File: src/rtl/fetch_pkg.sv
// Shared widths, halt encoding and FSM states for the instruction fetch unit.
// Pure declarations: no logic, no latency.
package fetch_pkg;

  localparam int DEF_ADDR_W = 5;
  localparam int DEF_DATA_W = 16;
  localparam logic [DEF_DATA_W-1:0] DEF_HALT_WORD = 16'hFFFF;

  typedef enum logic [1:0] {
    IDLE  = 2'd0,
    FETCH = 2'd1,
    HALT  = 2'd2
  } state_e;

endpackage

File: src/rtl/fetch_buffer.sv
// 2-entry shift FIFO of {pc, data}; head is always entry 0 and holds its last value when empty.
// Zero-latency head; push+pop in the same cycle is allowed at any occupancy, flush drops all.
module fetch_buffer
  import fetch_pkg::*;
#(
  parameter int ADDR_W = DEF_ADDR_W,
  parameter int DATA_W = DEF_DATA_W
) (
  input  logic              clock_i,
  input  logic              reset_n_i,
  input  logic              push_i,
  input  logic [ADDR_W-1:0] push_pc_i,
  input  logic [DATA_W-1:0] push_data_i,
  input  logic              pop_i,
  input  logic              flush_i,
  output logic [1:0]        count_o,
  output logic [ADDR_W-1:0] head_pc_o,
  output logic [DATA_W-1:0] head_data_o
);

  localparam int EW = ADDR_W + DATA_W;

  logic [1:0]    count_q, count_d;
  logic [EW-1:0] e0_q, e0_d;
  logic [EW-1:0] e1_q, e1_d;
  logic [EW-1:0] in_ent;

  assign in_ent = {push_pc_i, push_data_i};

  always_comb begin
    count_d = count_q;
    e0_d    = e0_q;
    e1_d    = e1_q;
    if (flush_i) begin
      // Entries are left untouched so the head outputs keep their last value.
      count_d = 2'd0;
    end else begin
      unique case ({push_i, pop_i})
        2'b11: begin
          if (count_q == 2'd2) begin
            e0_d = e1_q;
            e1_d = in_ent;
          end else begin
            e0_d = in_ent;
          end
        end
        2'b01: begin
          if (count_q == 2'd2) e0_d = e1_q;
          count_d = count_q - 2'd1;
        end
        2'b10: begin
          if (count_q == 2'd0) e0_d = in_ent;
          else                 e1_d = in_ent;
          count_d = count_q + 2'd1;
        end
        default: ;
      endcase
    end
  end

  always_ff @(posedge clock_i or negedge reset_n_i) begin
    if (!reset_n_i) begin
      count_q <= 2'd0;
      e0_q    <= '0;
      e1_q    <= '0;
    end else begin
      count_q <= count_d;
      e0_q    <= e0_d;
      e1_q    <= e1_d;
    end
  end

  assign count_o     = count_q;
  assign head_pc_o   = e0_q[EW-1:DATA_W];
  assign head_data_o = e0_q[DATA_W-1:0];

endmodule

File: src/rtl/instruction_fetch.sv
// Fetches words from instruction memory once loading completes and hands {data, pc} to decode.
// First word valid 3 edges after load_complete; credit rule stops issue when buffer + in-flight would exceed 2.
module instruction_fetch
  import fetch_pkg::*;
#(
  parameter int ADDR_W = DEF_ADDR_W,
  parameter int DATA_W = DEF_DATA_W,
  parameter logic [DATA_W-1:0] HALT_WORD = DEF_HALT_WORD
) (
  input  logic              clock,
  input  logic              reset_n,
  input  logic              load_complete,
  output logic [ADDR_W-1:0] mem_addr,
  output logic              mem_read,
  input  logic [DATA_W-1:0] mem_read_data,
  input  logic              branch_valid,
  input  logic [ADDR_W-1:0] branch_target,
  output logic              instr_valid,
  input  logic              instr_ready,
  output logic [DATA_W-1:0] instr_data,
  output logic [ADDR_W-1:0] instr_pc,
  output logic              halted
);

  state_e            state_q, state_d;
  logic [ADDR_W-1:0] pc_q, pc_d;
  logic [ADDR_W-1:0] inflight_pc_q, inflight_pc_d;
  logic              inflight_q, inflight_d;
  logic              stop_q, stop_d;

  logic [1:0] buf_count;
  logic [2:0] occupancy;
  logic       pop, branch_take, resp_wr, halt_xfer;

  assign instr_valid = (buf_count != 2'd0);
  assign pop         = instr_valid & instr_ready;
  assign branch_take = (state_q == FETCH) & branch_valid;
  // Responses arriving after the halt word was buffered, or during a redirect, are dropped.
  assign resp_wr     = inflight_q & ~branch_take & ~stop_q;
  assign halt_xfer   = pop & (instr_data == HALT_WORD);
  assign occupancy   = {1'b0, buf_count} + {2'b00, inflight_q} - {2'b00, pop};
  assign mem_read    = (state_q == FETCH) & ~stop_q & ~branch_valid & (occupancy < 3'd2);
  assign mem_addr    = pc_q;
  assign halted      = (state_q == HALT);

  always_comb begin
    state_d       = state_q;
    pc_d          = pc_q;
    inflight_d    = mem_read;
    inflight_pc_d = inflight_pc_q;
    stop_d        = stop_q;

    unique case (state_q)
      IDLE:    if (load_complete) state_d = FETCH;
      FETCH:   if (halt_xfer)     state_d = HALT;
      HALT:    state_d = HALT;
      default: state_d = IDLE;
    endcase

    if (branch_take) begin
      pc_d   = branch_target;
      stop_d = 1'b0;
    end else begin
      if (resp_wr && (mem_read_data == HALT_WORD)) stop_d = 1'b1;
      if (mem_read) begin
        pc_d          = pc_q + ADDR_W'(1);
        inflight_pc_d = pc_q;
      end
    end
  end

  always_ff @(posedge clock or negedge reset_n) begin
    if (!reset_n) begin
      state_q       <= IDLE;
      pc_q          <= '0;
      inflight_pc_q <= '0;
      inflight_q    <= 1'b0;
      stop_q        <= 1'b0;
    end else begin
      state_q       <= state_d;
      pc_q          <= pc_d;
      inflight_pc_q <= inflight_pc_d;
      inflight_q    <= inflight_d;
      stop_q        <= stop_d;
    end
  end

  fetch_buffer #(
    .ADDR_W(ADDR_W),
    .DATA_W(DATA_W)
  ) u_buf (
    .clock_i    (clock),
    .reset_n_i  (reset_n),
    .push_i     (resp_wr),
    .push_pc_i  (inflight_pc_q),
    .push_data_i(mem_read_data),
    .pop_i      (pop),
    .flush_i    (branch_take),
    .count_o    (buf_count),
    .head_pc_o  (instr_pc),
    .head_data_o(instr_data)
  );

endmodule

File: config.mk
export PLATFORM = sky130hd
export DESIGN_NAME = instruction_fetch
export DESIGN_NICKNAME = d
export VERILOG_FILES = /design/src/rtl/fetch_pkg.sv /design/src/rtl/fetch_buffer.sv /design/src/rtl/instruction_fetch.sv
export SDC_FILE = /design/constraint.sdc
export NUM_CORES = 1
export LEC_CHECK = 0
export CAP_MARGIN = 20
export CORE_ASPECT_RATIO = 0.5
export CORE_UTILIZATION = 25
export DETAILED_ROUTE_END_ITERATION = 8
export PLACE_DENSITY_LB_ADDON = 0.05
export SLEW_MARGIN = 5
export SYNTH_ARGS = -nofsm -noshare
export SYNTH_HDL_FRONTEND = slang
export SYNTH_SLANG_ARGS = --single-unit
File: constraint.sdc
create_clock -name clock -period 3.1 [get_ports clock]
set_input_delay 0.465 -clock clock [delete_from_list [all_inputs] [get_ports clock]]
set_output_delay 0.465 -clock clock [all_outputs]
set_load 0.1 [all_outputs]
# [After elaboration in Yosys (flattened, before gate mapping)]
# Cells that the tools add are included.
[classes] n_addsub=5 muxes=16 n_eq_ne=14 bitwise_logic=11 reduce_logical=13 order_cmp=1
[ops] operator="$mux 21" count=5
[ops] operator="$pmux 21 s3" count=1
[ops] operator="$pmux 21 s2" count=1
[ops] operator="$eq 16x16->1 const B" count=2
[ops] operator="$mux 5" count=2
[ops] operator="$and 1x1->1" count=8
[ops] operator="$eq 2x2->1 const B" count=4
[ops] operator="$reduce_and 4->1" count=2
[ops] operator="$reduce_bool 2->1" count=4
[ops] operator="$mux 2" count=3
[ops] operator="$ne 2x1->1 const B" count=3
[ops] operator="$ne 2x2->1 const B" count=3
[ops] operator="$pmux 2 s3" count=1
[ops] operator="$reduce_bool 3->1" count=2
[ops] operator="$add 5x1->5 const B" count=1
[ops] operator="$eq 2x1->1 const B" count=2
[ops] operator="$logic_not 2->1" count=2
[ops] operator="$pmux 2 s2" count=1
[ops] operator="$reduce_and 2->1" count=2
[ops] operator="$add 2x1->3" count=1
[ops] operator="$lt 3x2->1 const B" count=1
[ops] operator="$not 1->1" count=3
[ops] operator="$sub 3x1->3" count=1
[ops] operator="$add 2x1->2 const B" count=1
[ops] operator="3 further kinds" count=4
[totals] regBits=58 wordCells=68 out_inout_bits=29

# [Longest topological paths before layout]
[depth] word_depth=8 ltp_mapped=12 depth_no_buf=10

# [Cells and area by module]
# Synthesis repeated with hierarchy kept, for this count alone.
[hier_totals] hier_cells=305 area_unflattened_um2=3463.3
[by_module_without_submodules] mod="fetch_buffer" area_per_inst_um2=2578.7 seq_area_each_um2=1101.1 cells_per_inst=218 instances=1
[by_module_without_submodules] mod="instruction_fetch" area_per_inst_um2=884.6 seq_area_each_um2=350.3 cells_per_inst=87 instances=1

# [Worst setup path after synthesis]
# OpenSTA, ideal clock, no wires.
[synth_timing] path_type="flip-flop to output port" from="register u_buf.count_q[1] (netlist: u_buf.count_o[1])" to="output port mem_read" arrival_time_ps=2657 setup_slack_ps=-22 path_buffers=2 stages_incl_launch_ff=10 required_time_ps=2635 cell_sequence="dfrtp_1 buf_6 nor2b_2 buf_2 and2_1 o21ai_0 fa_1 and4bb_2 nand2_2 inv_1"
[synth_via] elab_chain_len=5 elab_cells_between_ends=6
[synth_rtl] item="start, declared" line="fetch_buffer.sv:23" text="logic [1:0] count_q, count_d;"
[synth_rtl] item="start signal, assigned" line="fetch_buffer.sv:67" text="count_q <= count_d;"
[synth_rtl] item="branches (longest 2 deep; another with $add 2x1->3)"
[synth_rtl] item="$sub 3x1->3 (*)" line="instruction_fetch.sv:41" text="assign occupancy = {1'b0, buf_count} + {2'b00, inflight_q} - {2'b00, pop};"
[synth_rtl] item="$lt 3x2->1 (*)" line="instruction_fetch.sv:42" text="assign mem_read = (state_q == FETCH) & ~stop_q & ~branch_valid & (occupancy < 3'd2);"
[synth_rtl] item="$and 1x1->1 (*)" line="instruction_fetch.sv:42"
[synth_rtl] item="end, declared" line="instruction_fetch.sv:14" text="output logic mem_read,"
# Every way passes the cells marked *.

# [Final worst setup path]
[layout_timing] from="register u_buf.count_q[0] (netlist: u_buf.count_o[0])" to="output port mem_read"
# The elaborated chain is that of the path after synthesis.

==> flow_summary.json <==
{
  "finalCritPeriodShare": 0.932,
  "min_period_ps": 2890,
  "power.switching_mw": 0.385,
  "synth_ff_type": "dfrtp_1",
  "dpl.hpwl_mm": 6.09,
  "power_frac_clock": 0.545,
  "cts_num_sinks": 58,
  "holdBufCountCts": 0,
  "setup_violations": 0,
  "worstRegToRegCells": 8,
  "synth_nets": 335,
  "violations": "DRC",
  "gr-usage-all-layers": 0.140,
  "ctsResizeCount": 0,
  "gr-total-overflow": 0,
  "p_int_mw": 1.44,
  "synth_edf_count": 0,
  "path_max_fanout": 10,
  "start_kind": "flip-flop",
  "cts_tree": "built",
  "yosys_register_bits": 58,
  "cap_violations": 0,
  "initial_core_util": 0.257,
  "clk_latency_ps": 330,
  "arrival_ps": 2420,
  "p_sw_frac": 0.211,
  "max_freq_mhz": 346,
  "synth_area_per_cell_um2": 10.9,
  "gp_congestion": 0.719,
  "seq_power_share": 0.415,
  "cts_buffers": 9,
  "antenna_found_initial": 0,
  "fp.dieH_um": 82.8,
  "num_vias": 2581,
  "grt_pass1_vias": 2479,
  "core.rowCount": 29,
  "coreArea_mm2": 0.0127,
  "ys_warn_count": 0,
  "synthTopCellsByArea": "dfrtp_1 44%, mux2_4 8.7%, mux2_2 8.3%",
  "htreeDepth": 3,
  "chipWidth_um": 164,
  "ys_seq_area_frac": 0.445,
  "min_path_type": "in -> async",
  "grt_max_degree": 59,
  "path_clk_slew_ps": 50,
  "ys_async_sr_fraction": 1.00,
  "maxSlewHeadroom": 0.379,
  "diodes": 0,
  "end_kind": "primary output",
  "areaGrowthSynthToFinish_pct": 30.6,
  "rsz0062_at_grt": "false",
  "drtIter0Drc": 135,
  "required_ps": 2630,
  "vdd_drop_max_uv": 174,
  "finalMaxSlewViolations": 0,
  "ys_types": 44,
  "routed_wl_mm": 8.78,
  "dieArea_mm2": 0.0135,
  "comb_power_share": 0.041,
  "critPathKind": "reg -> out",
  "syn_area_mm2": 0.00326,
  "clockBufferDepth": 2,
  "synth.top_cell.area_share": 0.445,
  "synth_top_cell_by_area": "dfrtp_1",
  "final_layout_size_suffix_gt1_frac": 0.307,
  "final_antenna_net_count": 0,
  "post-cts-setup-buffer-count": 0,
  "grt_pass1_wl_mm": 13.6,
  "tightest_slew_ps": 931,
  "clockRootBuffer": "clkbuf_16",
  "fin_tns_setup_ps": 0,
  "final_nets": 395,
  "powerDensity_mw_per_mm2": 429,
  "clock_skew_ps": 6.64,
  "ios": 55,
  "drc_errors": 2,
  "portBuffers": 54,
  "outcome": "finished with violations",
  "netlist_instances": 300,
  "dr.pass1.iters": 6,
  "p_leak_nw": 2.08,
  "hold_violations": 0,
  "fin_util": 0.336,
  "via_per_inst": 4.82,
  "wire_per_inst_um": 16.4
}
## routing by layer
metal,routed length [µm],global-route usage,vias up
met5,0,0,-
met4,121,0.0463,0
met3,446,0.0452,10
met2,4110,0.216,59
met1,4100,0.185,1289
li1,-,-,1223
## final timing paths
path	from	end	slack (ps)
hold / removal	reset_n	u_buf.e0_q[4]$_DFFE_PN0P_	300
setup / recovery	u_buf.count_o[0]$_DFFE_PN0P_	mem_read	210
hold reg to reg	u_buf.e0_q[19]$_DFFE_PN0P_	u_buf.e0_q[19]$_DFFE_PN0P_	510
max in group asynchronous	reset_n	inflight_pc_q[4]$_DFFE_PN0P_	2270
setup reg to reg	u_buf.count_o[0]$_DFFE_PN0P_	inflight_pc_q[1]$_DFFE_PN0P_	650
min in group clock	u_buf.e0_q[19]$_DFFE_PN0P_	u_buf.e0_q[19]$_DFFE_PN0P_	510
## worst max-delay path, cell delays in order (launching register included)
cell	delay [ps]
dfrtp_1	530
nor2b_2	80
and2_1	190
o21ai_0	210
fa_1	440
and4bb_2	270
nand2_2	100
clkinvlp_4	110
buf_12	170
## power groups by stage
stage / sequential, mW / clock [mW] / combinational [mW]
floorplan: 0.771 / 0 / 0.0122
global placement: 0.771 / 0 / 0.0753
detailed placement: 0.771 / 0 / 0.0765
CTS: 0.758 / 1.03 / 0.0770
global route: 0.757 / 1.06 / 0.0830
finish: 0.758 / 0.995 / 0.0740
## layout make-up
type | count | area [µm²]
Sequential cell | 58 | 1450
Clock inverter | 1 | 5.00
Tap cell | 170 | 213
Fill cell | 1281 | 8440
Timing Repair Buffer | 70 | 608
Clock buffer | 15 | 298
Inverter | 8 | 33.8
Multi-Input combinational cell | 213 | 1650
## cells in the mapped netlist (5+ instances only)
library cell and instances:
inv_1 8, ha_1 8, buf_2 6, nand4_1 9
xor2_1 6, nand2_1 50, nor2_1 8, clkbuf_1 8
a31oi_1 20, dfrtp_1 58, mux2_2 24, o21ai_0 8
buf_6 5, mux2_4 19, a221oi_1 20
## per-stage QoR
stage                     setup slack, ps  cell area, µm²  instances  total power, mW  hold WS (ps)
after CTS                             162            4260        535             1.86           344
after detailed placement              242            3960        519            0.847           493
after global placement                270            3960        519            0.846           493
final                                 210            4260        535             1.83           301
after floorplan                       107            3270        300            0.783           169
after global routing                 70.5            4260        535             1.90           385
## sequential cells by signal, indices dropped and copies added, names as in the netlist
| register | cells |
|---|---|
| u_buf.e0_q | 21 |
| u_buf.e1_q | 21 |
| inflight_pc_q | 5 |
| mem_addr | 5 |
| state_q | 2 |
| u_buf.count_o | 2 |
| inflight_q | 1 |
| stop_q | 1 |
## logic make-up (layout without fill, tap and decap cells)
group                    Yosys count  in the layout  synth area share
XOR/XNOR                           7              7            0.0188
multiplexers                      50             50             0.193
flip-flops                        58             58             0.445
AND/OR/NAND/NOR                   87             87             0.125
adder cells (fa/ha/maj)            9              9            0.0368
buffers and inverters             29             94            0.0487
AO/OA/AOI/OAI                     60             60             0.132
## layout by cell type, fill, tap and decap left out, drive strengths merged, types with 6 or more instances in the layout
master         instances
a221oi                20
inv                    7
nand4                  9
buf                   46
xor2                   6
clkbuf                15
a31oi                 20
o21ai                 10
nand2                 51
dfrtp                 58
ha                     8
nor2                   8
mux2                  47
clkdlybuf4s50         24
No activity file was read; power rests on OpenSTA's default activity.
